==> src/rtl/hpi_access_arbiter.sv <==
// hpi_access_arbiter: sequences CY7C67200 HPI bus cycles and shares the port between two
// requesters (0 = Nios PIO bridge, 1 = hardware keycode poller) with round-robin arbitration.
// Bus timing comes from SETUP/STROBE/HOLD/RECOVERY cycle counts; every pad output is registered.
// Optional feature: define HPI_LOCK_EN to let a requester hold the grant across accesses
// (lock sampled when its access completes) so address-write/data-read pairs stay atomic.
module hpi_access_arbiter #(
  parameter int unsigned SETUP_CYCLES    = 1,
  parameter int unsigned STROBE_CYCLES   = 4,
  parameter int unsigned HOLD_CYCLES     = 1,
  parameter int unsigned RECOVERY_CYCLES = 2
) (
  input  logic             clk_i,
  input  logic             reset_i,
  input  logic [1:0]       req_i,
  input  logic [1:0]       we_i,
  input  logic [1:0][1:0]  addr_i,
  input  logic [1:0][15:0] wdata_i,
  input  logic [1:0]       lock_i,
  output logic [1:0]       ack_o,
  output logic [1:0][15:0] rdata_o,
  output logic             busy_o,
  output logic [1:0]       hpi_addr_o,
  output logic             hpi_cs_n_o,
  output logic             hpi_rd_n_o,
  output logic             hpi_wr_n_o,
  output logic [15:0]      hpi_dout_o,
  output logic             hpi_dout_en_o,
  input  logic [15:0]      hpi_din_i
);

  localparam int unsigned MaxSh  = (SETUP_CYCLES > HOLD_CYCLES) ? SETUP_CYCLES : HOLD_CYCLES;
  localparam int unsigned MaxSr  = (STROBE_CYCLES > RECOVERY_CYCLES) ? STROBE_CYCLES
                                                                     : RECOVERY_CYCLES;
  localparam int unsigned MaxCyc = (MaxSh > MaxSr) ? MaxSh : MaxSr;
  localparam int unsigned CntW   = (MaxCyc < 1) ? 1 : $clog2(MaxCyc + 1);

  // Counter load values: a phase of N cycles counts N-1 down to 0.
  localparam logic [CntW-1:0] SetupLd  = CntW'(SETUP_CYCLES - 1);
  localparam logic [CntW-1:0] StrobeLd = CntW'(STROBE_CYCLES - 1);
  localparam logic [CntW-1:0] HoldLd   = CntW'(HOLD_CYCLES - 1);
  localparam logic [CntW-1:0] RecLd    = CntW'((RECOVERY_CYCLES == 0) ? 0 : RECOVERY_CYCLES - 1);

  typedef enum logic [2:0] {
    StIdle,
    StSetup,
    StStrobe,
    StHold,
    StDone,
    StRecover
  } state_e;

  state_e           state_q;
  logic [CntW-1:0]  cnt_q;
  logic             grant_q;
  logic             last_q;
  logic             we_q;
  logic [15:0]      rd_buf_q;
  logic [1:0]       ack_q;
  logic [1:0][15:0] rdata_q;
  logic [1:0]       hpi_addr_q;
  logic             hpi_cs_n_q;
  logic             hpi_rd_n_q;
  logic             hpi_wr_n_q;
  logic [15:0]      hpi_dout_q;
  logic             hpi_dout_en_q;

  logic             gnt_valid;
  logic             gnt_idx;

`ifdef HPI_LOCK_EN
  logic             locked_q;
`else
  logic             unused_lock;
  assign unused_lock = ^lock_i;
`endif

  // Arbitration: single requester wins outright; on contention the one not served last wins.
  always_comb begin
    gnt_valid = |req_i;
    gnt_idx   = 1'b0;
    if (req_i == 2'b11) begin
      gnt_idx = ~last_q;
    end else begin
      gnt_idx = req_i[1];
    end
`ifdef HPI_LOCK_EN
    // A locked owner that still requests keeps the port; the other requester waits.
    if (locked_q && req_i[grant_q]) begin
      gnt_idx = grant_q;
    end
`endif
  end

  // Access sequencer: state, phase counter and all registered pad/handshake outputs.
  always_ff @(posedge clk_i or posedge reset_i) begin
    if (reset_i) begin
      state_q       <= StIdle;
      cnt_q         <= '0;
      grant_q       <= 1'b0;
      last_q        <= 1'b1;
      we_q          <= 1'b0;
      rd_buf_q      <= '0;
      ack_q         <= '0;
      rdata_q       <= '0;
      hpi_addr_q    <= '0;
      hpi_cs_n_q    <= 1'b1;
      hpi_rd_n_q    <= 1'b1;
      hpi_wr_n_q    <= 1'b1;
      hpi_dout_q    <= '0;
      hpi_dout_en_q <= 1'b0;
`ifdef HPI_LOCK_EN
      locked_q      <= 1'b0;
`endif
    end else begin
      ack_q <= '0;
      unique case (state_q)
        StIdle: begin
`ifdef HPI_LOCK_EN
          if (locked_q && !req_i[grant_q]) begin
            locked_q <= 1'b0;
          end
`endif
          if (gnt_valid) begin
            grant_q    <= gnt_idx;
            last_q     <= gnt_idx;
            we_q       <= we_i[gnt_idx];
            hpi_addr_q <= addr_i[gnt_idx];
            hpi_cs_n_q <= 1'b0;
            if (we_i[gnt_idx]) begin
              hpi_dout_q    <= wdata_i[gnt_idx];
              hpi_dout_en_q <= 1'b1;
            end
            cnt_q   <= SetupLd;
            state_q <= StSetup;
          end
        end

        StSetup: begin
          if (cnt_q == '0) begin
            if (we_q) begin
              hpi_wr_n_q <= 1'b0;
            end else begin
              hpi_rd_n_q <= 1'b0;
            end
            cnt_q   <= StrobeLd;
            state_q <= StStrobe;
          end else begin
            cnt_q <= cnt_q - CntW'(1);
          end
        end

        StStrobe: begin
          if (cnt_q == '0) begin
            // Final strobe cycle: capture the pad before the strobe rises.
            if (!we_q) begin
              rd_buf_q <= hpi_din_i;
            end
            hpi_rd_n_q <= 1'b1;
            hpi_wr_n_q <= 1'b1;
            cnt_q      <= HoldLd;
            state_q    <= StHold;
          end else begin
            cnt_q <= cnt_q - CntW'(1);
          end
        end

        StHold: begin
          if (cnt_q == '0) begin
            hpi_cs_n_q     <= 1'b1;
            hpi_dout_en_q  <= 1'b0;
            ack_q[grant_q] <= 1'b1;
            if (!we_q) begin
              rdata_q[grant_q] <= rd_buf_q;
            end
`ifdef HPI_LOCK_EN
            locked_q <= lock_i[grant_q];
`endif
            state_q <= StDone;
          end else begin
            cnt_q <= cnt_q - CntW'(1);
          end
        end

        StDone: begin
          cnt_q <= RecLd;
          if (RECOVERY_CYCLES == 0) begin
            state_q <= StIdle;
          end else begin
            state_q <= StRecover;
          end
        end

        StRecover: begin
          if (cnt_q == '0) begin
            state_q <= StIdle;
          end else begin
            cnt_q <= cnt_q - CntW'(1);
          end
        end

        default: begin
          state_q <= StIdle;
        end
      endcase
    end
  end

  assign ack_o         = ack_q;
  assign rdata_o       = rdata_q;
  assign busy_o        = (state_q != StIdle);
  assign hpi_addr_o    = hpi_addr_q;
  assign hpi_cs_n_o    = hpi_cs_n_q;
  assign hpi_rd_n_o    = hpi_rd_n_q;
  assign hpi_wr_n_o    = hpi_wr_n_q;
  assign hpi_dout_o    = hpi_dout_q;
  assign hpi_dout_en_o = hpi_dout_en_q;

endmodule

==> config.mk <==
export PLATFORM = sky130hd
export DESIGN_NAME = hpi_access_arbiter
export DESIGN_NICKNAME = d
export VERILOG_FILES = /design/src/rtl/hpi_access_arbiter.sv
export SDC_FILE = /design/constraint.sdc
export NUM_CORES = 1
export LEC_CHECK = 0
export ABC_AREA = 1
export CAP_MARGIN = 20
export CORE_ASPECT_RATIO = 0.5
export CORE_MARGIN = 2
export CORE_UTILIZATION = 50
export DETAILED_ROUTE_END_ITERATION = 7
export GPL_ROUTABILITY_DRIVEN = 0
export PLACE_DENSITY = 0.92
export SLEW_MARGIN = 10
export SYNTH_ARGS = -nofsm -noshare
export SYNTH_HDL_FRONTEND = slang
export SYNTH_SLANG_ARGS = --single-unit
==> constraint.sdc <==
create_clock -name clk_i -period 7.82 [get_ports clk_i]
set_clock_uncertainty 0.05 [all_clocks]
set_input_delay 1.564 -clock clk_i [delete_from_list [all_inputs] [get_ports clk_i]]
set_output_delay 1.564 -clock clk_i [all_outputs]
set_load 0.02 [all_outputs]
# Word level (Yosys, flattened, before mapping)
# Index checks and enable logic that the tools add are counted.
dict set report totals {
  output_inout_bits 57
  register_bits 81
  wordCells 93
}
dict set report op_classes {
  bitwise 2
  n_addsub 1
  n_eq_ne 15
  n_mux 38
  n_lt_le_gt_ge 3
  n_reduce_logical 19
}
# cell count
set op_table {}
lappend op_table {{16-bit two-way mux} 3}
lappend op_table {{32-bit bitwise mux} 1}
lappend op_table {{3-bit two-way mux} 9}
lappend op_table {{2-bit != test, second input constant} 9}
lappend op_table {{3-bit one-hot mux with 6 select lines} 1}
lappend op_table {{16-bit demux with 1-bit select} 1}
lappend op_table {{3-bit one-hot mux with 5 select lines} 1}
lappend op_table {{3-bit AND reduction} 5}
lappend op_table {{1-bit two-way mux} 13}
lappend op_table {{4-bit AND reduction} 3}
lappend op_table {{2-bit two-way mux} 4}
lappend op_table {{1-bit one-hot mux with 2 select lines} 4}
lappend op_table {{3-bit by 2-bit equality test with 1-bit output, second input constant} 2}
lappend op_table {{3-bit equality test, second input constant} 2}
lappend op_table {{3-bit zero test} 2}
lappend op_table {{5-bit AND reduction} 1}
lappend op_table {{5-bit nonzero test} 1}
lappend op_table {{1-bit by 2-bit less-than comparator with 1-bit output, second input constant} 2}
lappend op_table {{2-bit nonzero test} 2}
lappend op_table {{2-bit OR reduction} 2}
lappend op_table {{3-bit by 1-bit equality test with 1-bit output, second input constant} 1}
lappend op_table {{3-bit nonzero test} 1}
lappend op_table {{3-bit by 1-bit subtractor with 3-bit output, second input constant} 1}
lappend op_table {{2-bit equality test, second input constant} 1}
lappend op_table {{other kinds (5)} 6}

# Longest topological paths before layout
# Gate-level depths: netlist (run 1).
dict set report depth {
  ltp_word 7
  depth_mapped 10
  depth_no_buf 10
}

# Least setup slack after synthesis (run 1)
# OpenSTA, ideal clock, no wires.
dict set report synth_path {
  kind {input to register}
  startpoint {in req_i[1]}
  endpoint {reg we_q}
  stages 7
  t_required_ps 7650
  arrival_time_ps 2400
  setup_slack_ps 5250
  n_path_buf 1
  setup_ps 120
  path_cell_list {nor2_1 -> nor2_8 -> inv_4 -> nor2_8 -> inv_4 -> buf_6 -> o21ai_2}
}
dict set report synth_via {
  elab_chain_len 4
  elab_cells_between_ends 6
}
# element line_no
set synth_rtl {}
lappend synth_rtl {{from (decl)} 14} ;# input logic [1:0] req_i,
lappend synth_rtl {{2-bit equality test} 81} ;# if (req_i == 2'b11) begin
lappend synth_rtl {{1-bit two-way mux} 81}
lappend synth_rtl {{1-bit two-way mux (not written as such) (2 in series)} 126} ;# we_q <= we_i[gnt_idx];
lappend synth_rtl {{to (signal assigned)} 126}
lappend synth_rtl {{to (decl)} 56} ;# logic we_q;
# Parallel ways exist; a longest one is shown, timed or not. The select of a mux whose other input is x is not followed.
# A chain may end at the register's enable or synchronous reset.

# Worst setup path after layout (run 1)
dict set report layout_path {
  startpoint {in req_i[0]}
  endpoint {reg hpi_addr_q[0], in the netlist hpi_addr_o[0]}
}
dict set report layout_via {
  elab_chain_len 4
  elab_cells_between_ends 6
}
# element line_no
set layout_rtl {}
lappend layout_rtl {{2-bit equality test} 81}
lappend layout_rtl {{1-bit two-way mux} 81}
lappend layout_rtl {{2-bit two-way mux (not written as such) (2 in series)} 127} ;# hpi_addr_q <= addr_i[gnt_idx];
lappend layout_rtl {{to (signal assigned)} 127}
lappend layout_rtl {{to (decl)} 60} ;# logic [1:0] hpi_addr_q;
# Parallel ways exist; a longest one is shown, timed or not. The select of a mux whose other input is x is not followed.

==> results.json, run 1 <==
{
  "die_w_um": 123.8,
  "post_cts_buffers": 0,
  "nets": 604,
  "yosysSeqAreaShare": 0.5666,
  "die-area_sq_um": 7907,
  "ys_seq_elements": 81,
  "diodes": 0,
  "ff2ff_setup_slack_ps": 5390,
  "fp.dieH_um": 63.89,
  "route.detailed.drc": 0,
  "drt_iter0_drc": 175,
  "tritoncts": "done",
  "io_buffer_count": 114,
  "yosys.area.top_type_share": 0.5373,
  "netlist_area_sq_um": 3586,
  "critical_path_required_ps": 7980,
  "drive_above_1_share": 0.07875,
  "grt_usage": 0.2423,
  "grt_pass1_wl_um": 14510,
  "slew_viol_final": 0,
  "tightest_slew_ps": 984.9,
  "yosysTopAreaCell": "dfrtp_1",
  "setup_viol": 0,
  "core_area_sq_um": 6805,
  "final_common_cell": "nand2_1",
  "htree_levels": 3,
  "boundaryPins": 117,
  "hold_viol": 0,
  "grt_pass1_vias": 3089,
  "stdcell_area_sq_um": 5134,
  "p_leak_nw": 2.536,
  "antenna_found_initial": 0,
  "clockBufferDepth": 2,
  "cp_num_buf_inv": 2,
  "netlist-cell-type-count": 24,
  "grt_start_max_net_pins": 82,
  "dp_hpwl_um": 5904,
  "numClockSinks": 81,
  "path_cells": "clkdlybuf4s50_1 > nand2_1 > nand2_1 > clkinv_1 > o21ai_0 > o21ai_0",
  "syn_nets": 492,
  "ir_drop_v": 0.0001858,
  "drtAntennaViolNets": 0,
  "hold_class": "reg -> reg",
  "worstPathMaxFanout": 21,
  "drv_cap": 0,
  "post_drt_wl_per_cell_um": 13.48,
  "ctsHoldBuffers": 0,
  "routed_wl_um": 8603,
  "whs_endpoint": "hpi_wr_n_o$_DFFE_PP1P_",
  "critPathMaxStageDelay_ps": 670,
  "grt-ovfl-total": 0,
  "crit_family": "buffers and inverters",
  "timing.rr.start": "last_q$_DFFE_PP1P_",
  "crit_arrival_ps": 3770,
  "rows": 21,
  "clock-root-buffer": "clkbuf_16",
  "synthCells": 430,
  "final_cell_mix": "nand2_1 (173), clkdlybuf4s50_1 (114), dfrtp_1 (77)",
  "max_slew_margin": 0.3418,
  "timing.fmax_ghz": 0.2767,
  "synth.area.top_cells": "dfrtp_1 (54%), nand2_1 (18%), o21ai_0 (5.9%)",
  "ys_warn_count": 0,
  "placed_area_sq_um": 4751,
  "syn_area_per_cell_sq_um": 8.339,
  "clk_pin_slew_worst_paths_ps": 60,
  "hp-start": "hpi_wr_n_o$_DFFE_PP1P_",
  "initial_core_util": 0.5269,
  "tns_ps": 0,
  "cp-end-kind": "flop",
  "cts_buffers": 9,
  "reg2reg_to": "hpi_addr_o[0]$_DFFE_PP0P_",
  "rsz0062_at_grt": "false",
  "slowest_stage": "clkinv_1",
  "first_pass_iters": 4,
  "min_path_cells": 2,
  "p_per_area_nw_per_um2": 408.3,
  "worstSetupStartpointType": "input pin",
  "post-route-period-util": 0.4622,
  "vias": 3130,
  "criticalPathCategory": "in -> reg",
  "period_minus_slack_ps": 3614,
  "syn_to_final_growth_pct": 43.16,
  "rr_worst_depth": 5,
  "outcome": "completed",
  "clock_latency_ps": 330,
  "post_cts_resized": 0,
  "viasPerCell": 4.906
}
## power by group
| part | leakage, nW | switching [mW] | internal, mW |
|---|---|---|---|
| Combinational | 1.38 | 0.519 | 0.390 |
| Clock | 0.158 | 0.162 | 0.296 |
| Sequential | 0.999 | 0.115 | 0.614 |
## per-layer routing
layer	global-route usage	routed length, um
met5	0	0
met4	0.09943	138
met3	0.07500	504
met2	0.4121	4431
met1	0.2862	3529
## logic make-up after synthesis
| group | synth area share |
|---|---|
| buf+inv | 0.06594 |
| compound gates | 0.08967 |
| simple gates | 0.2708 |
| flops | 0.5666 |
| fa+ha+maj | 0.006977 |
## tightest hold or removal path, cell delays in order (launching register included)
cell and delay [ps]:
dfstp_2 370, nand2_1 50, nand2_1 40
## cell usage after synthesis
| library cell | instances |
|---|---|
| nand2_1 | 173 |
| dfrtp_1 | 77 |
| o21ai_0 | 42 |
| nor2_1 | 31 |
| inv_1 | 30 |
| a21oi_1 | 18 |
| nand3_1 | 13 |
| nand2_2 | 9 |
| buf_2 | 8 |
| clkbuf_1 | 4 |
| dfstp_2 | 4 |
| buf_4 | 3 |
| nor2_8 | 3 |
| buf_6 | 2 |
| ha_1 | 2 |
| inv_2 | 2 |
| inv_4 | 2 |
| clkinv_1 | 1 |
| nand2_4 | 1 |
| nand4_1 | 1 |
| nor2_2 | 1 |
| o21ai_1 | 1 |
| o21ai_2 | 1 |
| o21bai_1 | 1 |
## how the worst max path moves through the flow
stage | from | endpoint | cells after the start
final | req_i[0] | hpi_addr_o[0]$_DFFE_PP0P_ | 6
after global routing | req_i[0] | hpi_addr_o[0]$_DFFE_PP0P_ | 6
after CTS | req_i[0] | hpi_addr_o[0]$_DFFE_PP0P_ | 6
after detailed placement | req_i[0] | hpi_addr_o[1]$_DFFE_PP0P_ | 6
after global placement | req_i[0] | hpi_addr_o[0]$_DFFE_PP0P_ | 6
after floorplan | reset_i | ack_o[0]$_DFF_PP0_ | 1
## final cells by class
cell class,instances,area (sq um)
Clock buffer,11,252.7
Clock inverter,4,76.32
Fill cell,472,1672
Inverter,35,137.6
Multi-Input combinational cell,297,1318
Sequential cell,81,2032
Tap cell,92,115.1
Timing Repair Buffer,118,1202
## per-stage QoR
step | worst slack (ps) | cells | hold WS, ps | power [mW] | utilization
floorplan | 4133 | 430 | 374.2 | 1.255 | -
global placement | 3969 | 620 | 399.3 | 1.594 | 0.6981
detailed placement | 3922 | 620 | 406.8 | 1.640 | 0.6981
CTS | 4247 | 635 | 415.9 | 2.113 | 0.7465
global route | 3928 | 638 | 431.6 | 2.250 | 0.7544
finish | 4206 | 638 | 418.4 | 2.096 | 0.7544
## sequential cells by signal, summed over array words and instances, names as in the netlist, 2 cells and up
name        flops
rdata_o        32
hpi_dout_o     16
rd_buf_q       16
cnt_q           3
state_q         3
ack_o           2
hpi_addr_o      2
Power figures use the tool's default switching activity.
==> run 2, diff against run 1 <==
--- a/config.mk
+++ b/config.mk
@@ -9,10 +9,10 @@
 export CAP_MARGIN = 20
 export CORE_ASPECT_RATIO = 0.5
 export CORE_MARGIN = 2
-export CORE_UTILIZATION = 50
+export CORE_UTILIZATION = 42
 export DETAILED_ROUTE_END_ITERATION = 7
 export GPL_ROUTABILITY_DRIVEN = 0
-export PLACE_DENSITY = 0.92
+export PLACE_DENSITY = 0.83
 export SLEW_MARGIN = 10
 export SYNTH_ARGS = -nofsm -noshare
 export SYNTH_HDL_FRONTEND = slang
==> constraint.sdc (replaced) <==
create_clock -name clk_i -period 3.3 [get_ports clk_i]
set_clock_uncertainty 0.05 [all_clocks]
set_input_delay 0.66 -clock clk_i [delete_from_list [all_inputs] [get_ports clk_i]]
set_output_delay 0.66 -clock clk_i [all_outputs]
set_load 0.02 [all_outputs]
==> run 2 against run 1 <==
  * Combinational power up 130%
  * Sequential share of layout area unchanged
  * Register-to-register slack worse by 4100 ps
  * Setup slack worse by 3300 ps
  * Flip-flop and latch count unchanged
  * Non-clock buffer count up 1
==> results.json, run 2 (synthesized netlist as in run 1, its figures left out) <==
{
  "outcome": "completed",
  "regArea_sq_um": 2032,
  "clock-root-buffer": "clkbuf_16",
  "htree_levels": 3,
  "clockBufferDepth": 2,
  "drt_iter0_drc": 158,
  "viasPerCell": 4.620,
  "whs_endpoint": "ack_o[0]$_DFF_PP0_",
  "cp-end-kind": "output pin",
  "drive_above_1_share": 0.07664,
  "drv_cap": 0,
  "final_util": 0.6304,
  "hold_viol": 0,
  "timing.fmax_ghz": 0.4122,
  "slew_viol_final": 0,
  "multi_input_area_sq_um": 1318,
  "grt_pass1_wl_um": 13600,
  "ctsHoldBuffers": 0,
  "antenna_found_initial": 0,
  "timing.rr.start": "last_q$_DFFE_PP1P_",
  "max_slew_margin": 0.5903,
  "numClockSinks": 81,
  "ir_drop_v": 0.0003674,
  "final_common_cell": "nand2_1",
  "reg2reg_to": "hpi_addr_o[0]$_DFFE_PP0P_",
  "initial_core_util": 0.4403,
  "io_buffer_count": 114,
  "clk_pin_slew_worst_paths_ps": 60,
  "rows": 23,
  "p_int_mw": 3.063,
  "core_area_sq_um": 8144,
  "hp-start": "grant_q$_DFFE_PP0P_",
  "tritoncts": "done",
  "clock_latency_ps": 320,
  "grt_pass1_vias": 2921,
  "grt_usage": 0.1819,
  "fillerInstances": 717,
  "post-place-cells": 644,
  "period_minus_slack_ps": 2426,
  "vias": 3049,
  "post_cts_buffers": 0,
  "clkPwrFrac": 0.212,
  "critical_path_required_ps": 2590,
  "power.total_mw": 4.886,
  "syn_to_final_growth_pct": 43.16,
  "post_cts_resized": 0,
  "nets": 605,
  "crit_arrival_ps": 1720,
  "rsz0062_at_grt": "false",
  "p_leak_nw": 2.527,
  "routed_wl_um": 8022,
  "p_switching_mw": 1.823,
  "p_comb_frac": 0.436,
  "criticalPathCategory": "reg -> out",
  "hold_class": "reg -> reg",
  "tns_ps": 0,
  "cts_buffers": 9,
  "first_pass_iters": 4,
  "post-route-period-util": 0.7351,
  "p_sw_frac": 0.3730,
  "route.detailed.drc": 0,
  "min_path_cells": 1,
  "diodes": 0,
  "tightest_slew_ps": 613.8,
  "p_per_area_nw_per_um2": 951.8,
  "worstSetupStartpointType": "flop",
  "grt-ovfl-total": 0,
  "die_w_um": 134.7,
  "rr_worst_depth": 6,
  "post_drt_wl_per_cell_um": 12.15,
  "grt_start_max_net_pins": 48,
  "pwr-share-seq": 0.352,
  "fp.dieH_um": 69.34,
  "largest_register_ffs": 32,
  "worstPathMaxFanout": 9,
  "stdcell_count": 660,
  "drtAntennaViolNets": 0,
  "ff2ff_setup_slack_ps": 1340,
  "dp_hpwl_um": 5769,
  "setup_viol": 0,
  "die-area_sq_um": 9338,
  "boundaryPins": 117,
  "final_cell_mix": "nand2_1 (173), clkdlybuf4s50_1 (114), dfrtp_1 (77)"
}
run 2: how the worst max path moves through the flow:
stage	from	to	cells after the start
floorplan	reset_i	ack_o[0]$_DFF_PP0_	1
global placement	req_i[0]	hpi_addr_o[0]$_DFFE_PP0P_	7
detailed placement	req_i[0]	hpi_addr_o[0]$_DFFE_PP0P_	7
CTS	state_q[0]$_DFFE_PP0P_	busy_o	3
global route	state_q[0]$_DFFE_PP0P_	busy_o	3
finish	state_q[0]$_DFFE_PP0P_	busy_o	3
run 2: area by class of cell:
class | count | area share
Inverter | 35 | 0.02681
Sequential cell | 81 | 0.3958
Clock inverter | 3 | 0.01267
Clock buffer | 13 | 0.04874
Timing Repair Buffer | 119 | 0.2320
Multi-Input combinational cell | 297 | 0.2566
Tap cell | 112 | 0.02730
run 2: critical path, cell delays in order (launching register included):
cell and delay (ps):
dfrtp_1 590, nor2_8 80, nand2_4 100, clkdlybuf4s50_1 620
run 2: power by group through the flow:
stage	clock network, mW	logic [mW]	registers [mW]
2_1_floorplan	0	0.938	2.04
5_1_grt	1.11	2.35	1.77
3_5_place_dp	0	2.15	1.73
4_1_cts	1.06	2.16	1.72
3_3_place_gp	0	2.09	1.71
6_report	1.04	2.13	1.72
run 2: metal layers:
| layer | global-route usage | vias up | share of wire |
|---|---|---|---|
| met5 | 0 | - | 0 |
| met1 | 0.2202 | 1394 | 0.44 |
| met4 | 0.06550 | 0 | 0.021 |
| met3 | 0.06579 | 18 | 0.060 |
| met2 | 0.3006 | 77 | 0.48 |
| li1 | - | 1560 | - |
run 2: stage by stage:
stage	instance area, sq um	worst slack [ps]	hold WS (ps)
3_5_place_dp	4818	685.0	389.4
4_1_cts	5134	851.6	396.9
6_report	5134	874.1	397.8
5_1_grt	5134	800.9	431.1
3_3_place_gp	4818	698.2	390.3
2_1_floorplan	3586	516.5	374.2
